## config.mk

```make
export PLATFORM = sky130hd
export DESIGN_NAME = fp_addsub_pipe_flat
export DESIGN_NICKNAME = d
export VERILOG_FILES = /design/src/rtl/fp_addsub_pipe_if.sv /design/src/rtl/fp_addsub_pipe.sv /design/src/flat_wrapper.sv
export SDC_FILE = /design/constraint.sdc
export NUM_CORES = 1
export LEC_CHECK = 0
export ABC_AREA = 1
export CAP_MARGIN = 10
export CELL_PAD_IN_SITES_DETAIL_PLACEMENT = 1
export CELL_PAD_IN_SITES_GLOBAL_PLACEMENT = 2
export CORE_ASPECT_RATIO = 1.1
export CORE_MARGIN = 2
export CORE_UTILIZATION = 31
export CTS_BUF_LIST = sky130_fd_sc_hd__clkbuf_4 sky130_fd_sc_hd__clkbuf_8 sky130_fd_sc_hd__clkbuf_16
export CTS_CLUSTER_DIAMETER = 30
export DETAILED_ROUTE_END_ITERATION = 8
export PLACE_DENSITY_LB_ADDON = 0.1
export RECOVER_POWER = 50
export SYNTH_ARGS = -nofsm -noshare
export SYNTH_HDL_FRONTEND = slang
export SYNTH_SLANG_ARGS = --single-unit
```

## constraint.sdc

```tcl
create_clock -name clk -period 4.9 [get_ports clk]
set_clock_uncertainty 0.05 [all_clocks]
set_input_delay 0.49 -clock clk [delete_from_list [all_inputs] [get_ports clk]]
set_output_delay 0.49 -clock clk [all_outputs]
set_load 0.05 [all_outputs]
```

## src/rtl/fp_addsub_pipe_if.sv

```systemverilog
// Valid/ready bundle for fp_addsub_pipe: operand-issue side and result side.
// master drives operands and out_ready; slave (the adder) drives the rest.
interface fp_addsub_pipe_if #(
  parameter int unsigned EXP_W = 8,
  parameter int unsigned MAN_W = 23
);
  localparam int unsigned W = 1 + EXP_W + MAN_W;

  logic         in_valid;
  logic         in_ready;
  logic [W-1:0] in_a;
  logic [W-1:0] in_b;
  logic         in_sub;
  logic         out_valid;
  logic         out_ready;
  logic [W-1:0] out_res;
  logic [3:0]   out_flags;

  modport master (
    output in_valid, in_a, in_b, in_sub, out_ready,
    input  in_ready, out_valid, out_res, out_flags
  );

  modport slave (
    input  in_valid, in_a, in_b, in_sub, out_ready,
    output in_ready, out_valid, out_res, out_flags
  );
endinterface

```

## src/rtl/fp_addsub_pipe.sv

```systemverilog
// Three-stage floating-point adder/subtractor (unpack/align, add/normalise, round/pack)
// with round-to-nearest-even, flushed denormals and {invalid, overflow, underflow, inexact}.
module fp_addsub_pipe #(
  parameter int unsigned EXP_W = 8,
  parameter int unsigned MAN_W = 23
) (
  input logic             clk,
  input logic             rst_n,
  fp_addsub_pipe_if.slave bus_io
);
  localparam int unsigned W   = 1 + EXP_W + MAN_W;
  localparam int unsigned FW  = MAN_W + 3;  // hidden, mantissa, guard, round
  localparam int unsigned XW  = MAN_W + 4;  // FW plus sticky
  localparam int unsigned EW  = EXP_W + 2;  // signed working exponent
  localparam int unsigned LZW = $clog2(XW + 1);

  localparam logic [EXP_W-1:0]    ExpOnes  = {EXP_W{1'b1}};
  localparam logic signed [EW-1:0] ExpInf  = {2'b00, {EXP_W{1'b1}}};
  localparam logic signed [EW-1:0] ExpZero = '0;
  localparam logic [W-1:0] CanonNan = {1'b0, {EXP_W{1'b1}}, 1'b1, {(MAN_W-1){1'b0}}};

  logic adv;
  assign adv             = !bus_io.out_valid || bus_io.out_ready;
  assign bus_io.in_ready = adv;

  // ---------------- S1: unpack, specials, swap, align ----------------
  logic             sa, sb, sl;
  logic [EXP_W-1:0] ea, eb, el, es, ediff;
  logic [MAN_W-1:0] fa, fb, fl, fs;
  logic             a_zero, b_zero, a_inf, b_inf, a_nan, b_nan;
  logic [2*FW-1:0]  sh_wide;
  logic [XW-1:0]    s1_ms_d;
  logic             s1_spec_d;
  logic [W-1:0]     s1_sres_d;
  logic [3:0]       s1_sflg_d;

  logic             s1_v_q, s1_spec_q, s1_sign_q, s1_esub_q;
  logic [W-1:0]     s1_sres_q;
  logic [3:0]       s1_sflg_q;
  logic [EXP_W-1:0] s1_exp_q;
  logic [XW-1:0]    s1_ml_q, s1_ms_q;

  always_comb begin
    sa = bus_io.in_a[W-1];
    ea = bus_io.in_a[W-2:MAN_W];
    fa = bus_io.in_a[MAN_W-1:0];
    sb = bus_io.in_b[W-1] ^ bus_io.in_sub;
    eb = bus_io.in_b[W-2:MAN_W];
    fb = bus_io.in_b[MAN_W-1:0];

    a_zero = (ea == '0);
    b_zero = (eb == '0);
    a_inf  = (ea == ExpOnes) && (fa == '0);
    b_inf  = (eb == ExpOnes) && (fb == '0);
    a_nan  = (ea == ExpOnes) && (fa != '0);
    b_nan  = (eb == ExpOnes) && (fb != '0);

    if ({eb, fb} > {ea, fa}) begin
      sl = sb; el = eb; fl = fb; es = ea; fs = fa;
    end else begin
      sl = sa; el = ea; fl = fa; es = eb; fs = fb;
    end
    ediff = el - es;

    sh_wide = '0;
    if (32'(ediff) >= FW) begin
      s1_ms_d = {{FW{1'b0}}, 1'b1};
    end else begin
      // Low half of the wide shift catches every bit pushed past the round position.
      sh_wide = {1'b1, fs, 2'b00, {FW{1'b0}}} >> ediff;
      s1_ms_d = {sh_wide[2*FW-1:FW], |sh_wide[FW-1:0]};
    end

    s1_spec_d = 1'b1;
    s1_sres_d = '0;
    s1_sflg_d = '0;
    if (a_nan || b_nan) begin
      s1_sres_d = CanonNan;
    end else if (a_inf && b_inf && (sa != sb)) begin
      s1_sres_d = CanonNan;
      s1_sflg_d = 4'b1000;
    end else if (a_inf) begin
      s1_sres_d = {sa, ExpOnes, {MAN_W{1'b0}}};
    end else if (b_inf) begin
      s1_sres_d = {sb, ExpOnes, {MAN_W{1'b0}}};
    end else if (a_zero && b_zero) begin
      s1_sres_d = {sa & sb, {(W-1){1'b0}}};
    end else if (a_zero) begin
      s1_sres_d = {sb, eb, fb};
    end else if (b_zero) begin
      s1_sres_d = bus_io.in_a;
    end else begin
      s1_spec_d = 1'b0;
    end
  end

  // ---------------- S2: add/subtract, normalise ----------------
  logic [XW:0]          sum;
  logic [XW-1:0]        dif, s2_norm_d;
  logic [LZW-1:0]       lzc;
  logic signed [EW-1:0] s2_exp_d;
  logic                 s2_spec_d;
  logic [W-1:0]         s2_sres_d;
  logic [3:0]           s2_sflg_d;

  logic                 s2_v_q, s2_spec_q, s2_sign_q;
  logic [W-1:0]         s2_sres_q;
  logic [3:0]           s2_sflg_q;
  logic signed [EW-1:0] s2_exp_q;
  logic [XW-1:0]        s2_norm_q;

  always_comb begin
    sum = {1'b0, s1_ml_q} + {1'b0, s1_ms_q};
    dif = s1_ml_q - s1_ms_q;
    lzc = '0;
    for (int i = 0; i < XW; i++) begin
      if (dif[i]) lzc = LZW'(XW - 1 - i);
    end

    s2_exp_d  = $signed({2'b00, s1_exp_q});
    s2_norm_d = sum[XW-1:0];
    s2_spec_d = s1_spec_q;
    s2_sres_d = s1_sres_q;
    s2_sflg_d = s1_sflg_q;
    if (!s1_spec_q) begin
      if (s1_esub_q) begin
        if (dif == '0) begin
          s2_spec_d = 1'b1;
          s2_sres_d = '0;
          s2_sflg_d = '0;
        end
        s2_norm_d = dif << lzc;
        s2_exp_d  = s2_exp_d - EW'(lzc);
      end else if (sum[XW]) begin
        s2_norm_d = {sum[XW:2], sum[1] | sum[0]};
        s2_exp_d  = s2_exp_d + EW'(1);
      end
    end
  end

  // ---------------- S3: round, range check, pack ----------------
  logic [MAN_W:0]       mant;
  logic                 g_b, r_b, s_b, rup;
  logic [MAN_W+1:0]     mr;
  logic signed [EW-1:0] exp_r;
  logic [W-1:0]         s3_res_d;
  logic [3:0]           s3_flg_d;

  logic                 s3_v_q;
  logic [W-1:0]         s3_res_q;
  logic [3:0]           s3_flg_q;

  always_comb begin
    mant  = s2_norm_q[XW-1:3];
    g_b   = s2_norm_q[2];
    r_b   = s2_norm_q[1];
    s_b   = s2_norm_q[0];
    rup   = g_b & (r_b | s_b | mant[0]);
    mr    = {1'b0, mant} + {{(MAN_W+1){1'b0}}, rup};
    exp_r = s2_exp_q + EW'(mr[MAN_W+1]);

    s3_res_d = {s2_sign_q, exp_r[EXP_W-1:0], mr[MAN_W+1] ? {MAN_W{1'b0}} : mr[MAN_W-1:0]};
    s3_flg_d = {3'b000, g_b | r_b | s_b};
    if (s2_spec_q) begin
      s3_res_d = s2_sres_q;
      s3_flg_d = s2_sflg_q;
    end else if (exp_r >= ExpInf) begin
      s3_res_d = {s2_sign_q, ExpOnes, {MAN_W{1'b0}}};
      s3_flg_d = 4'b0101;
    end else if (exp_r <= ExpZero) begin
      s3_res_d = {s2_sign_q, {(W-1){1'b0}}};
      s3_flg_d = 4'b0011;
    end
  end

  // Every stage moves together on adv; stage data only loads behind a valid.
  always_ff @(posedge clk or negedge rst_n) begin
    if (!rst_n) begin
      s1_v_q    <= 1'b0;
      s1_spec_q <= 1'b0;
      s1_sign_q <= 1'b0;
      s1_esub_q <= 1'b0;
      s1_sres_q <= '0;
      s1_sflg_q <= '0;
      s1_exp_q  <= '0;
      s1_ml_q   <= '0;
      s1_ms_q   <= '0;
      s2_v_q    <= 1'b0;
      s2_spec_q <= 1'b0;
      s2_sign_q <= 1'b0;
      s2_sres_q <= '0;
      s2_sflg_q <= '0;
      s2_exp_q  <= '0;
      s2_norm_q <= '0;
      s3_v_q    <= 1'b0;
      s3_res_q  <= '0;
      s3_flg_q  <= '0;
    end else if (adv) begin
      s1_v_q <= bus_io.in_valid;
      s2_v_q <= s1_v_q;
      s3_v_q <= s2_v_q;
      if (bus_io.in_valid) begin
        s1_spec_q <= s1_spec_d;
        s1_sign_q <= sl;
        s1_esub_q <= sa ^ sb;
        s1_sres_q <= s1_sres_d;
        s1_sflg_q <= s1_sflg_d;
        s1_exp_q  <= el;
        s1_ml_q   <= {1'b1, fl, 3'b000};
        s1_ms_q   <= s1_ms_d;
      end
      if (s1_v_q) begin
        s2_spec_q <= s2_spec_d;
        s2_sign_q <= s1_sign_q;
        s2_sres_q <= s2_sres_d;
        s2_sflg_q <= s2_sflg_d;
        s2_exp_q  <= s2_exp_d;
        s2_norm_q <= s2_norm_d;
      end
      if (s2_v_q) begin
        s3_res_q <= s3_res_d;
        s3_flg_q <= s3_flg_d;
      end
    end
  end

  assign bus_io.out_valid = s3_v_q;
  assign bus_io.out_res   = s3_res_q;
  assign bus_io.out_flags = s3_flg_q;
endmodule

```

## src/flat_wrapper.sv

```systemverilog
// flat-port wrapper written by rule: the top's interface ports become plain ports
module fp_addsub_pipe_flat 
#(
  parameter int unsigned EXP_W = 8,
  parameter int unsigned MAN_W = 23
)
  (clk, rst_n, bus_io_in_valid, bus_io_in_a, bus_io_in_b, bus_io_in_sub, bus_io_out_ready, bus_io_in_ready, bus_io_out_valid, bus_io_out_res, bus_io_out_flags);
  fp_addsub_pipe_if #(.EXP_W(EXP_W), .MAN_W(MAN_W)) bus_io_i ();
  input logic clk;
  input logic rst_n;
  input wire logic [$bits(bus_io_i.in_valid)-1:0] bus_io_in_valid;
  input wire logic [$bits(bus_io_i.in_a)-1:0] bus_io_in_a;
  input wire logic [$bits(bus_io_i.in_b)-1:0] bus_io_in_b;
  input wire logic [$bits(bus_io_i.in_sub)-1:0] bus_io_in_sub;
  input wire logic [$bits(bus_io_i.out_ready)-1:0] bus_io_out_ready;
  output wire logic [$bits(bus_io_i.in_ready)-1:0] bus_io_in_ready;
  output wire logic [$bits(bus_io_i.out_valid)-1:0] bus_io_out_valid;
  output wire logic [$bits(bus_io_i.out_res)-1:0] bus_io_out_res;
  output wire logic [$bits(bus_io_i.out_flags)-1:0] bus_io_out_flags;
  assign bus_io_i.in_valid = bus_io_in_valid;
  assign bus_io_i.in_a = bus_io_in_a;
  assign bus_io_i.in_b = bus_io_in_b;
  assign bus_io_i.in_sub = bus_io_in_sub;
  assign bus_io_i.out_ready = bus_io_out_ready;
  assign bus_io_in_ready = bus_io_i.in_ready;
  assign bus_io_out_valid = bus_io_i.out_valid;
  assign bus_io_out_res = bus_io_i.out_res;
  assign bus_io_out_flags = bus_io_i.out_flags;
  fp_addsub_pipe #(.EXP_W(EXP_W), .MAN_W(MAN_W)) u_core (.clk(clk), .rst_n(rst_n), .bus_io(bus_io_i));
endmodule
```

==> results.toml, run 1 <==
[sta]
finalWorstSetupSlack_ns = -0.169
fin_hold_ws_ns = 0.424
rsz0062_at_grt = "yes"
worst_pin_slew_ns = 3.04
period_share_pct = 103
drv_slew = 110
hold_viol_final = 0
maxSlewHeadroom_pct = -102
clock.fmax_ghz = 0.197
period_minus_slack_ns = 5.07
setup_violations = 32

[outcome]
violations = "max-capacitance violations, max-slew violations, negative setup slack"
status = "complete, but fails checks"

[clock_network]
htree_levels = 2
max-clock-path-buffers = 3
path_clk_slew_ns = 0.05
cts_root_buffer = "clkbuf_16"
cts.sinks = 206
cts_buffers = 49
cts_tree = "built"
clkLatencyLatePin_ns = 0.57

[floorplanning]
coreArea_um2 = 56000
die_h_um = 254
io_pins = 107
die_w_um = 231
die-area_um2 = 58600
rows = 91
start_util_pct = 31.3

[power]
p_leak_nw = 11.5
ir_drop_v = 0.000293
powerDensity_nw_per_um2 = 607
power_mw = 14.2

[setup_path]
critPathKind = "reg -> reg"
end_kind = "register"
slowest_delay_ns = 0.35
cp-start-kind = "register"
worstPathArrival_ns = 5.52
crit_path_max_fanout = 5
crit_top_cell = "nor2_2"
cp.required_ns = 5.35
slowest_stage = "dfrtp_1"

[global_route]
grt_max_degree = 110
antenna_found_initial = 0
overflow = 0
grt_pass1_vias = 20500
grt_pass1_wl_um = 123000
track_usage_pct = 27.2

[logic_synthesis]
yosysSeqAreaShare_pct = 29.4
synth_warnings = 0
synthArstFlopShare_pct = 100
syn_area_per_cell_um2 = 6.60
ys_types = 56
synthCells = 2660
syn_area_um2 = 17600
synth_top_area_share_pct = 29.4
syn_nets = 2823
ys.flop_type = "dfrtp_1"
yosysTopAreaCell = "dfrtp_1"
synth_edf_count = 0
synth.ff_latch_count = 206
synthTopCellsByArea = "dfrtp_1 (29%), nand2_1 (15%), nand3_1 (8.1%)"

[final_layout]
synthToLayoutAreaGrowth_pct = 33.0
final_common_cell = "nand2_1"
diodes = 0
nNetsFinal = 3129
layout_common_cells = "nand2_1 (694), inv_1 (301), nand3_1 (280), buf_4 (257), dfrtp_1 (205)"
drive_gt1_share_pct = 17.1

[min_path]
holdCritPathClass = "reg -> reg"

[drt]
dr.pass1.iters = 7
drt-wirelength-per-cell_um = 21.7
drc = 0
avgViaCountPerCell = 5.25
first_iter_violations = 1065
vias = 19600
ant_nets = 0
drt_wl_total_um = 81200

[placed_design]
io_buffers = 106
hpwl_um = 64300
place_congestion = 0.941

[flow_run]
cap_violations = 1
[metal layers]
metal	vias up	global-route usage, %	wire length [um]
met2	363	47.3	39400
met5	-	0	0
met1	9656	35.4	36500
met3	126	2.58	2340
met4	0	9.05	2890
li1	9496	-	-
[power breakdown]
part           internal [mW]  switching (mW)
Combinational           2.78            5.31
Sequential              2.14           0.472
Clock                   2.40            1.07
Total                   7.32            6.85
[final cells by class]
class	instances	area, um^2
fillers	7094	32700
multi-input cells	2002	11100
flip-flops and latches	206	5160
repair buffers	374	3170
clock buffers	60	1380
inverters	333	1250
well taps	744	931
clock inverters	25	393
[Yosys cell counts, types with 7 or more instances]
| master | count |
|---|---|
| clkinv_1 | 7 |
| a31oi_1 | 8 |
| o21ai_2 | 7 |
| o22ai_1 | 44 |
| ha_1 | 92 |
| nand4_1 | 41 |
| o31ai_1 | 34 |
| o211ai_1 | 36 |
| buf_2 | 30 |
| inv_1 | 312 |
| nor2_1 | 176 |
| xor2_1 | 44 |
| a22oi_1 | 25 |
| dfrtp_1 | 206 |
| buf_6 | 7 |
| clkbuf_1 | 67 |
| a221oi_1 | 9 |
| inv_2 | 14 |
| o221ai_1 | 8 |
| nand3_1 | 284 |
| nand2_1 | 710 |
| nor3_1 | 20 |
| o21ai_1 | 36 |
| o21ai_0 | 174 |
| nand3b_1 | 20 |
| buf_4 | 7 |
| a21oi_1 | 139 |
| nand2_2 | 11 |
| nor4_1 | 14 |
[kinds of logic (layout without fill, tap and decap cells)]
| logic type | count (synthesis) | after routing | share of synthesized area [%] |
|---|---|---|---|
| and+or+nand+nor | 1304 | 1304 | 32.1 |
| AOI/OAI and AO/OA | 555 | 555 | 18.9 |
| DFF | 206 | 206 | 29.4 |
| xor gates and xnor gates | 49 | 49 | 2.53 |
| buffers and inverters | 452 | 792 | 10.3 |
| adders and majority gates | 94 | 94 | 6.78 |
[registers in the layout, indices dropped and copies added (netlist names), 4 cells and up]
register,flops
u_core.s1_ml_q,24
u_core.s1_sres_q,32
u_core.bus_io.out_flags,4
u_core.s2_exp_q,10
u_core.bus_io.out_res,32
u_core.s2_norm_q,27
u_core.s1_ms_q,27
u_core.s1_exp_q,8
u_core.s2_sres_q,32
[path summary, 6_finish.rpt]
check / from / end / slack [ns] / cells after the start
setup / recovery: u_core.s2_norm_q[2]$_DFFE_PN0P_ / u_core.bus_io.out_res[2]$_DFFE_PN0P_ / -0.17 / 37
hold / removal: u_core.bus_io.out_res[25]$_DFFE_PN0P_ / u_core.bus_io.out_res[25]$_DFFE_PN0P_ / 0.42 / 2
setup reg to reg: u_core.s2_norm_q[2]$_DFFE_PN0P_ / u_core.bus_io.out_res[2]$_DFFE_PN0P_ / -0.17 / 37
hold reg to reg: u_core.bus_io.out_res[25]$_DFFE_PN0P_ / u_core.bus_io.out_res[25]$_DFFE_PN0P_ / 0.42 / 2
max in group asynchronous: rst_n / u_core.s1_ml_q[3]$_DFFE_PN0P_ / 0.55 / 3
min in group asynchronous: rst_n / u_core.s2_norm_q[14]$_DFFE_PN0P_ / 1.39 / 2
[worst max-delay path: cells and delay by family, from the launching register on]
| kind | cells | cell delay (ns) |
|---|---|---|
| adders and majority gates | 3 | 0.49 |
| xor gates and xnor gates | 1 | 0.14 |
| AOI/OAI and AO/OA | 1 | 0.14 |
| and+or+nand+nor | 23 | 2.95 |
| buffers and inverters | 9 | 0.85 |
| DFF | 1 | 0.35 |
[what timing repair did]
| action | in CTS | in global routing |
|---|---|---|
| pin swaps | 1 | 47 |
| buffers inserted | 2 | 24 |
| hold buffers | 1 | 0 |
| endpoints found under the setup margin | 30 | 55 |
| hold endpoints to repair | 1 | 0 |
| gates cloned | 2 | 1 |
| gates resized for setup | 9 | 121 |
[through the flow]
step	setup TNS (ns)	cell area [um^2]	utilization [%]	setup WS, ns	std cells
2_1_floorplan	0	17600	-	0.145	2660
3_3_place_gp	-0.418	20900	37.3	-0.0944	3631
3_5_place_dp	-3.93	20900	37.3	-0.217	3631
4_1_cts	0	22700	40.6	0.00359	3721
5_1_grt	-24.39	23400	41.7	-0.633	3744
6_report	-3.50	23400	41.7	-0.169	3744
Power figures use the tool's default switching activity.
==> inputs of run 2 (changes only) <==
--- a/config.mk
+++ b/config.mk
@@ -15,6 +15,7 @@
 export CTS_BUF_LIST = sky130_fd_sc_hd__clkbuf_4 sky130_fd_sc_hd__clkbuf_8 sky130_fd_sc_hd__clkbuf_16
 export CTS_CLUSTER_DIAMETER = 30
 export DETAILED_ROUTE_END_ITERATION = 8
+export GPL_ROUTABILITY_DRIVEN = 1
 export PLACE_DENSITY_LB_ADDON = 0.1
 export RECOVER_POWER = 50
 export SYNTH_ARGS = -nofsm -noshare
==> results of run 2 <==
Same layout as run 1: the final DEF is identical, and so are final timing and power.
==> inputs of run 3 (changes only) <==
--- a/config.mk
+++ b/config.mk
@@ -14,6 +14,7 @@
 export CORE_UTILIZATION = 31
 export CTS_BUF_LIST = sky130_fd_sc_hd__clkbuf_4 sky130_fd_sc_hd__clkbuf_8 sky130_fd_sc_hd__clkbuf_16
 export CTS_CLUSTER_DIAMETER = 30
+export CTS_CLUSTER_SIZE = 30
 export DETAILED_ROUTE_END_ITERATION = 8
 export GPL_ROUTABILITY_DRIVEN = 1
 export PLACE_DENSITY_LB_ADDON = 0.1
==> results of run 3 <==
Same layout as run 1: the final DEF is identical, and so are final timing and power.
